**src/rtl/bus_master_if_pkg.sv**
```systemverilog
// Shared types and encodings for the requester-side bus master interface.
package bus_master_if_pkg;

    typedef enum logic [1:0] {
        BUS_MST_IDLE   = 2'd0,
        BUS_MST_REQ    = 2'd1,
        BUS_MST_ACCESS = 2'd2,
        BUS_MST_WAIT   = 2'd3
    } bus_mst_state_t;

    localparam logic READ  = 1'b1;
    localparam logic WRITE = 1'b0;

endpackage

```
**src/rtl/bus_master_if_watchdog.sv**
```systemverilog
// Transaction watchdog: counts cycles while enabled and flags the final allowed cycle.
module bus_watchdog #(
    parameter int unsigned TIMEOUT   = 16,
    parameter int unsigned TIMEOUT_W = 5
) (
    input  logic clk,
    input  logic rst,
    input  logic clear,
    input  logic enable,
    output logic expired
);

    localparam logic [TIMEOUT_W-1:0] LAST = (TIMEOUT == 0) ? '0 : TIMEOUT_W'(TIMEOUT - 1);

    logic [TIMEOUT_W-1:0] count;

    // Saturates at LAST so a held enable never wraps back into range.
    always_ff @(posedge clk) begin
        if (rst || clear) begin
            count <= '0;
        end else if (enable && (count != LAST)) begin
            count <= count + TIMEOUT_W'(1);
        end
    end

    generate
        if (TIMEOUT == 0) begin : g_disabled
            assign expired = 1'b0;
        end else begin : g_enabled
            assign expired = enable && (count == LAST);
        end
    endgenerate

endmodule

```
**src/rtl/bus_master_if.sv**
```systemverilog
// Requester-side bus interface: arbitration handshake, single transfers, bus lock, watchdog abort.
module bus_master_if
    import bus_master_if_pkg::*;
#(
    parameter int unsigned ADDR_W    = 30,
    parameter int unsigned DATA_W    = 32,
    parameter int unsigned TIMEOUT   = 16,
    parameter int unsigned TIMEOUT_W = 5
) (
    input  logic              clk,
    input  logic              rest,
    input  logic              core_req,
    input  logic              core_rw,
    input  logic [ADDR_W-1:0] core_addr,
    input  logic [DATA_W-1:0] core_wr_data,
    input  logic              core_lock,
    output logic              core_busy,
    output logic              core_rdy,
    output logic              core_err,
    output logic [DATA_W-1:0] core_rd_data,
    output logic              m_req,
    input  logic              m_grnt,
    output logic              m_as,
    output logic              m_rw,
    output logic [ADDR_W-1:0] m_addr,
    output logic [DATA_W-1:0] m_wr_data,
    input  logic [DATA_W-1:0] s_rd_data,
    input  logic              s_rdy
);

    bus_mst_state_t state;
    logic           on_bus;
    logic           expired;

    assign on_bus = (state == BUS_MST_ACCESS) || (state == BUS_MST_WAIT);

    // Held clear outside ACCESS/WAIT, so the count is zero on every entry to ACCESS.
    bus_watchdog #(
        .TIMEOUT   (TIMEOUT),
        .TIMEOUT_W (TIMEOUT_W)
    ) u_watchdog (
        .clk     (clk),
        .rst     (rest),
        .clear   (!on_bus),
        .enable  (on_bus),
        .expired (expired)
    );

    always_ff @(posedge clk) begin
        if (rest) begin
            state        <= BUS_MST_IDLE;
            core_busy    <= 1'b0;
            core_rdy     <= 1'b0;
            core_err     <= 1'b0;
            core_rd_data <= '0;
            m_req        <= 1'b0;
            m_as         <= 1'b0;
            m_rw         <= READ;
            m_addr       <= '0;
            m_wr_data    <= '0;
        end else begin
            core_rdy <= 1'b0;
            core_err <= 1'b0;
            case (state)
                BUS_MST_IDLE: begin
                    if (core_req) begin
                        m_rw      <= core_rw;
                        m_addr    <= core_addr;
                        m_wr_data <= core_wr_data;
                        core_busy <= 1'b1;
                        // Still owning the bus from a locked transfer: skip arbitration.
                        if (m_req && m_grnt) begin
                            m_as  <= 1'b1;
                            state <= BUS_MST_ACCESS;
                        end else begin
                            m_req <= 1'b1;
                            state <= BUS_MST_REQ;
                        end
                    end else if (!core_lock && m_req) begin
                        m_req <= 1'b0;
                    end
                end
                BUS_MST_REQ: begin
                    if (m_grnt) begin
                        m_as  <= 1'b1;
                        state <= BUS_MST_ACCESS;
                    end
                end
                BUS_MST_ACCESS, BUS_MST_WAIT: begin
                    m_as  <= 1'b0;
                    state <= BUS_MST_WAIT;
                    // A late s_rdy still beats the watchdog; a lost grant always aborts.
                    if (!m_grnt || (!s_rdy && expired)) begin
                        core_rdy     <= 1'b1;
                        core_err     <= 1'b1;
                        core_rd_data <= '0;
                        core_busy    <= 1'b0;
                        m_req        <= 1'b0;
                        state        <= BUS_MST_IDLE;
                    end else if (s_rdy) begin
                        core_rdy  <= 1'b1;
                        core_busy <= 1'b0;
                        m_req     <= core_lock;
                        if (m_rw == READ) begin
                            core_rd_data <= s_rd_data;
                        end
                        state <= BUS_MST_IDLE;
                    end
                end
                default: state <= BUS_MST_IDLE;
            endcase
        end
    end

endmodule

```
**config.mk**
```make
export PLATFORM = sky130hd
export DESIGN_NAME = bus_master_if
export DESIGN_NICKNAME = d
export VERILOG_FILES = /design/src/rtl/bus_master_if_pkg.sv /design/src/rtl/bus_master_if_watchdog.sv /design/src/rtl/bus_master_if.sv
export SDC_FILE = /design/constraint.sdc
export NUM_CORES = 1
export LEC_CHECK = 0
export BUFFER_PORTS_ARGS = -buffer_cell sky130_fd_sc_hd__buf_4
export CAP_MARGIN = 5
export CELL_PAD_IN_SITES_DETAIL_PLACEMENT = 0
export CELL_PAD_IN_SITES_GLOBAL_PLACEMENT = 1
export CORE_MARGIN = 10
export CORE_UTILIZATION = 34
export DETAILED_ROUTE_END_ITERATION = 6
export HOLD_SLACK_MARGIN = 0.1
export PLACE_DENSITY_LB_ADDON = 0.1
export SLEW_MARGIN = 20
export SYNTH_ARGS = -nofsm -noshare
export SYNTH_HDL_FRONTEND = slang
export SYNTH_SLANG_ARGS = --single-unit
export TNS_END_PERCENT = 30
```
**constraint.sdc**
```tcl
create_clock -name clk -period 4.35 [get_ports clk]
set_input_delay 0.87 -clock clk [delete_from_list [all_inputs] [get_ports clk]]
set_output_delay 0.87 -clock clk [all_outputs]
set_load 0.05 [all_outputs]
```
* Yosys cells after proc, flatten, opt, wreduce, memory -nomap -nowiden
Cells that the tools add are included.
** Word-level totals
- Flip-flop bits (word level) :: 107
- Input bits :: 101
- Word-level logic and storage cells :: 74
- Output and inout bits :: 100
** Cells by class
- Reductions and logical operators :: 24
- Eq/ne operators :: 11
- Add/sub/neg operators :: 1
- Bitwise logic cells :: 1
- Muxes and demuxes :: 26
** Operator list (number)
- 32-bit 2-to-1 mux :: 3
- 1-bit 2-to-1 mux :: 14
- 2-bit 2-to-1 mux :: 5
- 3-bit != test, second input constant :: 3
- 3-bit AND reduction :: 3
- 2-bit != test, second input constant :: 3
- 2-bit case mux with 3 select lines :: 1
- 2-bit nonzero test :: 3
- 5-bit by 1-bit adder with 5-bit output, second input constant :: 1
- 5-bit by 4-bit == test with 1-bit output, second input constant :: 1
- 1-bit logical AND :: 5
- 5-bit by 4-bit != test with 1-bit output, second input constant :: 1
- 2-bit == test, second input constant :: 2
- 1-bit zero test :: 4
- 1-bit case mux with 2 select lines :: 2
- 2-bit AND reduction :: 2
- 4-bit AND reduction :: 1
- 2-bit OR reduction :: 2
- 1-bit logical OR :: 3
- 1-bit case mux with 3 select lines :: 1
- 2-bit by 1-bit == test with 1-bit output, second input constant :: 1
- 2-bit zero test :: 1
- 1-bit NOT :: 1

* Longest topological paths before layout
- Word-level depth :: 7
- Mapped depth :: 8
- Gate-level depth less buffers :: 6

* Cells and area by module
From an unflattened synthesis, not the netlist that was laid out.
** Second synthesis, totals
- Cells, all modules :: 409
- Area total of the unflattened synthesis :: 3741.1 µm²
** Modules (own cells, without submodules)
- bus_master_if :: seq. area each 2042.0 µm², cells each 382, area an instance 3492.1 µm², times used 1
- bus_watchdog :: seq. area each 100.1 µm², cells each 27, area an instance 249.0 µm², times used 1

* Least setup slack after synthesis
No wires, ideal clock.
- Path type :: reg-to-reg
- Start point :: register u_watchdog.count[0]
- End point :: register m_req
- Library setup time :: 122 ps
- Clock period less this slack :: 1818 ps
- Buffers on the path :: 1
- Slack :: 2532 ps
- Data arrival time :: 1696 ps
- Stages on the path, launching flop included :: 8
- Required time :: 4228 ps
- Path through :: dfxtp_1 -> ha_1 -> and3_1 -> ha_1 -> buf_4 -> nor3b_1 -> nor2b_1 -> o32a_1
** On the way
- Cells in the longest elaborated chain, start to end :: 6
- Elaborated cells on any way between the ends :: 8
- Classes of those cells :: 2 x eq/ne; 2 x mux; 4 x reduce/logical
** RTL lines
- start: declaration :: line bus_master_if_watchdog.sv:15 : logic [TIMEOUT_W-1:0] count;
- start signal: assignment :: line bus_master_if_watchdog.sv:22 : count <= count + TIMEOUT_W'(1);
- 5-bit by 4-bit == test with 1-bit output * :: line bus_master_if_watchdog.sv:30 : assign expired = enable && (count == LAST);
- 1-bit logical AND * :: line bus_master_if_watchdog.sv:30
- 1-bit logical AND * :: line bus_master_if.sv:93 : if (!m_grnt || (!s_rdy && expired)) begin
- 1-bit logical OR * :: line bus_master_if.sv:93
- 3-bit != test (no line) / 1-bit 2-to-1 mux (equally long branches)
- 4-bit AND reduction (no line) / 1-bit case mux with 2 select lines (equally long branches)
- end signal: assignment :: line bus_master_if.sv:103 : m_req <= core_lock;
- end: declaration :: line bus_master_if.sv:21 : output logic m_req,
Mark *: on every way between the ends. The rest lies on a longest branch, timed or not.
A chain may end at the register's enable or synchronous reset.

==> metrics.cfg <==
[critical_path]
required_ns = 4.61
crit_path_end_kind = register
critPathKind = primary input to register
worstRegToRegCells = 6
path_max_fanout = 70
critPathSlowestCell = buf_4
start_kind = primary input
path_cells = buf_4 > inv_1 > a41o_2 > a22o_1
timing.rr.start = u_watchdog.count[0]$_SDFFE_PP0P_
reg2reg_to = core_rd_data[19]$_SDFFE_PP0P_
critPathMaxStageDelay_ns = 0.55
r2r_slack_ns = 2.22
cp.arrival_ns = 2.56

[finish]
syn_to_final_growth_pct = 44.9
multi_input_comb_area_um2 = 1380
nFillCells = 1086
fin_cells = 735
nets = 693
drive_gt1_frac = 0.380
utilization = 0.503
antenna_cells = 0
register_area_um2 = 2140
final_area_um2 = 5450

[timing]
setup_viol = 0
clock_skew_ns = 0.0118
min_period_ns = 2.30
hold_viol_final = 0
period_share = 0.529
worst_pin_slew_ns = 0.767
hold_slack_ns = 0.457
finalWorstSetupSlack_ns = 2.05
relSlewSlack = 0.488
tns_ns = 0
slew_viol_final = 0
grt_setup_unrepaired = no
timing.fmax_ghz = 0.434

[grt]
grtUsageTotal = 0.140
grt_pass1_vias = 3308
overflow = 0
grt_max_degree = 71
antenna_found_initial = 0
grt_pass1_wl_mm = 18.0

[synth]
synth_top_area_cell = dfxtp_1
synth_top_area_share = 0.569
synth-edff-count = 0
avgSynthCellArea_um2 = 9.25
synth_flop_cell = dfxtp_1
ys_seq_elements = 107
synth_common_cells = nand2_1 (130), dfxtp_1 (107), a21oi_1 (64)
synth_area_um2 = 3760
async_reset_ff_frac = 0
yosysMostFrequentCell = nand2_1
synthCells = 407
netlist_top_cells_area = dfxtp_1 (57%), nand2_1 (13%), a21oi_1 (8.5%), a22o_1 (7.4%), buf_6 (3.9%)
synthDistinctLibCells = 34
yosys_warnings = 0
yosysSeqAreaShare = 0.569
syn-num-nets = 510

[cts]
post_cts_buffers = 0
cts_tree = done
cts_hold_buffers = 0
root_buffer = clkbuf_8
clock_latency_ns = 0.35
cts_buffers = 9
cts_resized = 0
cts_sinks = 107
clk_path_buf_depth = 2
cts_max_level = 3
clk_pin_slew_ns = 0.10

[placement]
place.port_buffers = 200
dpl-instance-area_um2 = 5230
dpl.hpwl_mm = 8.82
gp_congestion = 0.730
pre_cts_ws_ns = 1.49
dp.cells = 718

[die]
coreArea_um2 = 10800
die_area_um2 = 15700
rows = 38
io_pins = 201
start_util = 0.347
fp.dieH_um = 125
die_w_um = 125

[outcome]
status = completed

[min_path]
worstHoldPathCells = 2
hold_class = register to register
min_from = m_wr_data[2]$_SDFFE_PP0P_
holdPathEnd = m_wr_data[2]$_SDFFE_PP0P_

[detailed_routing]
drt_iter0_drc = 191
drcViolationCount = 0
wl_mm = 11.8
vias = 3381
antenna_left = 0
route.detailed.wl_per_inst_um = 16.0
via_per_inst = 4.60
drt-pass1-iter-count = 4

[pwr]
power_frac_seq = 0.483
pwr-share-clk = 0.281
leakage_nw = 2.50
max-vdd-ir-drop_uv = 175
power_mw = 2.22
p_comb_frac = 0.236
swShare = 0.324
p_per_area_nw_per_um2 = 407
internal_power_mw = 1.50
p_sw_uw = 720

[job]
cap_violations = 0

## state kept, by name, summed over array words and instances (netlist names)
register,count
core_rdy,1
state,2
core_busy,1
core_err,1
m_rw,1
m_addr,30
m_wr_data,32
u_watchdog.count,5
core_rd_data,32
m_req,1
m_as,1
## layout make-up
class | instances | area share
clock buffers | 10 | 0.0252
clock inverters | 6 | 0.0128
inverters | 4 | 0.00275
multi-input cells | 265 | 0.253
flip-flops and latches | 107 | 0.393
well taps | 140 | 0.0321
repair buffers | 203 | 0.281
## cells in the final DEF (no fill, tap or decap), drive strengths merged
cell type,instances
a21oi,64
inv,6
mux2i,1
nand4b,1
nand2,130
xnor2,1
nand2b,2
a211oi,1
or3b,1
xor2,2
buf,203
bufinv,1
nor4,1
o21a,1
nand3,1
nor3,2
a32o,1
a311oi,1
o22ai,1
ha,2
clkinv,3
a22o,32
a41o,1
clkbuf,10
o32a,1
nor3b,2
and3,1
o41ai,1
nor2b,2
dfxtp,107
nor2,11
or2,1
## worst max path at each step
| stage | endpoint | depth (start not counted) | from | slack, ns |
|---|---|---|---|---|
| 3_3_place_gp | core_rd_data[11]$_SDFFE_PP0P_ | 4 | rest | 1.54 |
| 3_5_place_dp | core_rd_data[10]$_SDFFE_PP0P_ | 4 | rest | 1.49 |
| 5_1_grt | core_rd_data[3]$_SDFFE_PP0P_ | 4 | rest | 1.95 |
| 2_1_floorplan | m_req$_SDFFE_PP0P_ | 7 | u_watchdog.count[0]$_SDFFE_PP0P_ | 2.53 |
| 4_1_cts | core_rd_data[28]$_SDFFE_PP0P_ | 6 | u_watchdog.count[0]$_SDFFE_PP0P_ | 1.88 |
| 6_report | core_rd_data[19]$_SDFFE_PP0P_ | 4 | rest | 2.05 |
## logic make-up (layout without fill, tap and decap cells)
logic type	count (synthesis)	count (layout)	synth area share
compound gates	104	104	0.180
xor+xnor	3	3	0.00698
fa+ha+maj	2	2	0.00665
buf+inv	35	223	0.0652
flops	107	107	0.569
mux	1	1	0.00266
simple gates	155	155	0.170
## routing by layer
layer	wire length, um	part of all wire	up-vias	global-route usage
li1	-	-	1726	-
met2	5810	0.49	112	0.237
met4	119	0.010	0	0.0400
met5	0	0	-	0
met3	824	0.070	9	0.0456
met1	5010	0.43	1534	0.165
## power groups by stage
| stage | clock [mW] | combinational, mW | sequential, mW |
|---|---|---|---|
| 3_3_place_gp | 0 | 0.528 | 1.09 |
| 2_1_floorplan | 0 | 0.156 | 1.29 |
| 6_report | 0.624 | 0.525 | 1.07 |
| 3_5_place_dp | 0 | 0.531 | 1.10 |
| 4_1_cts | 0.651 | 0.532 | 1.07 |
| 5_1_grt | 0.687 | 0.561 | 1.08 |
## critical path: cells and delay by family
kind,cells,cell delay [ns]
buf+inv,2,0.76
compound gates,2,0.83
Note: power is estimated with default switching activity, not from simulation.
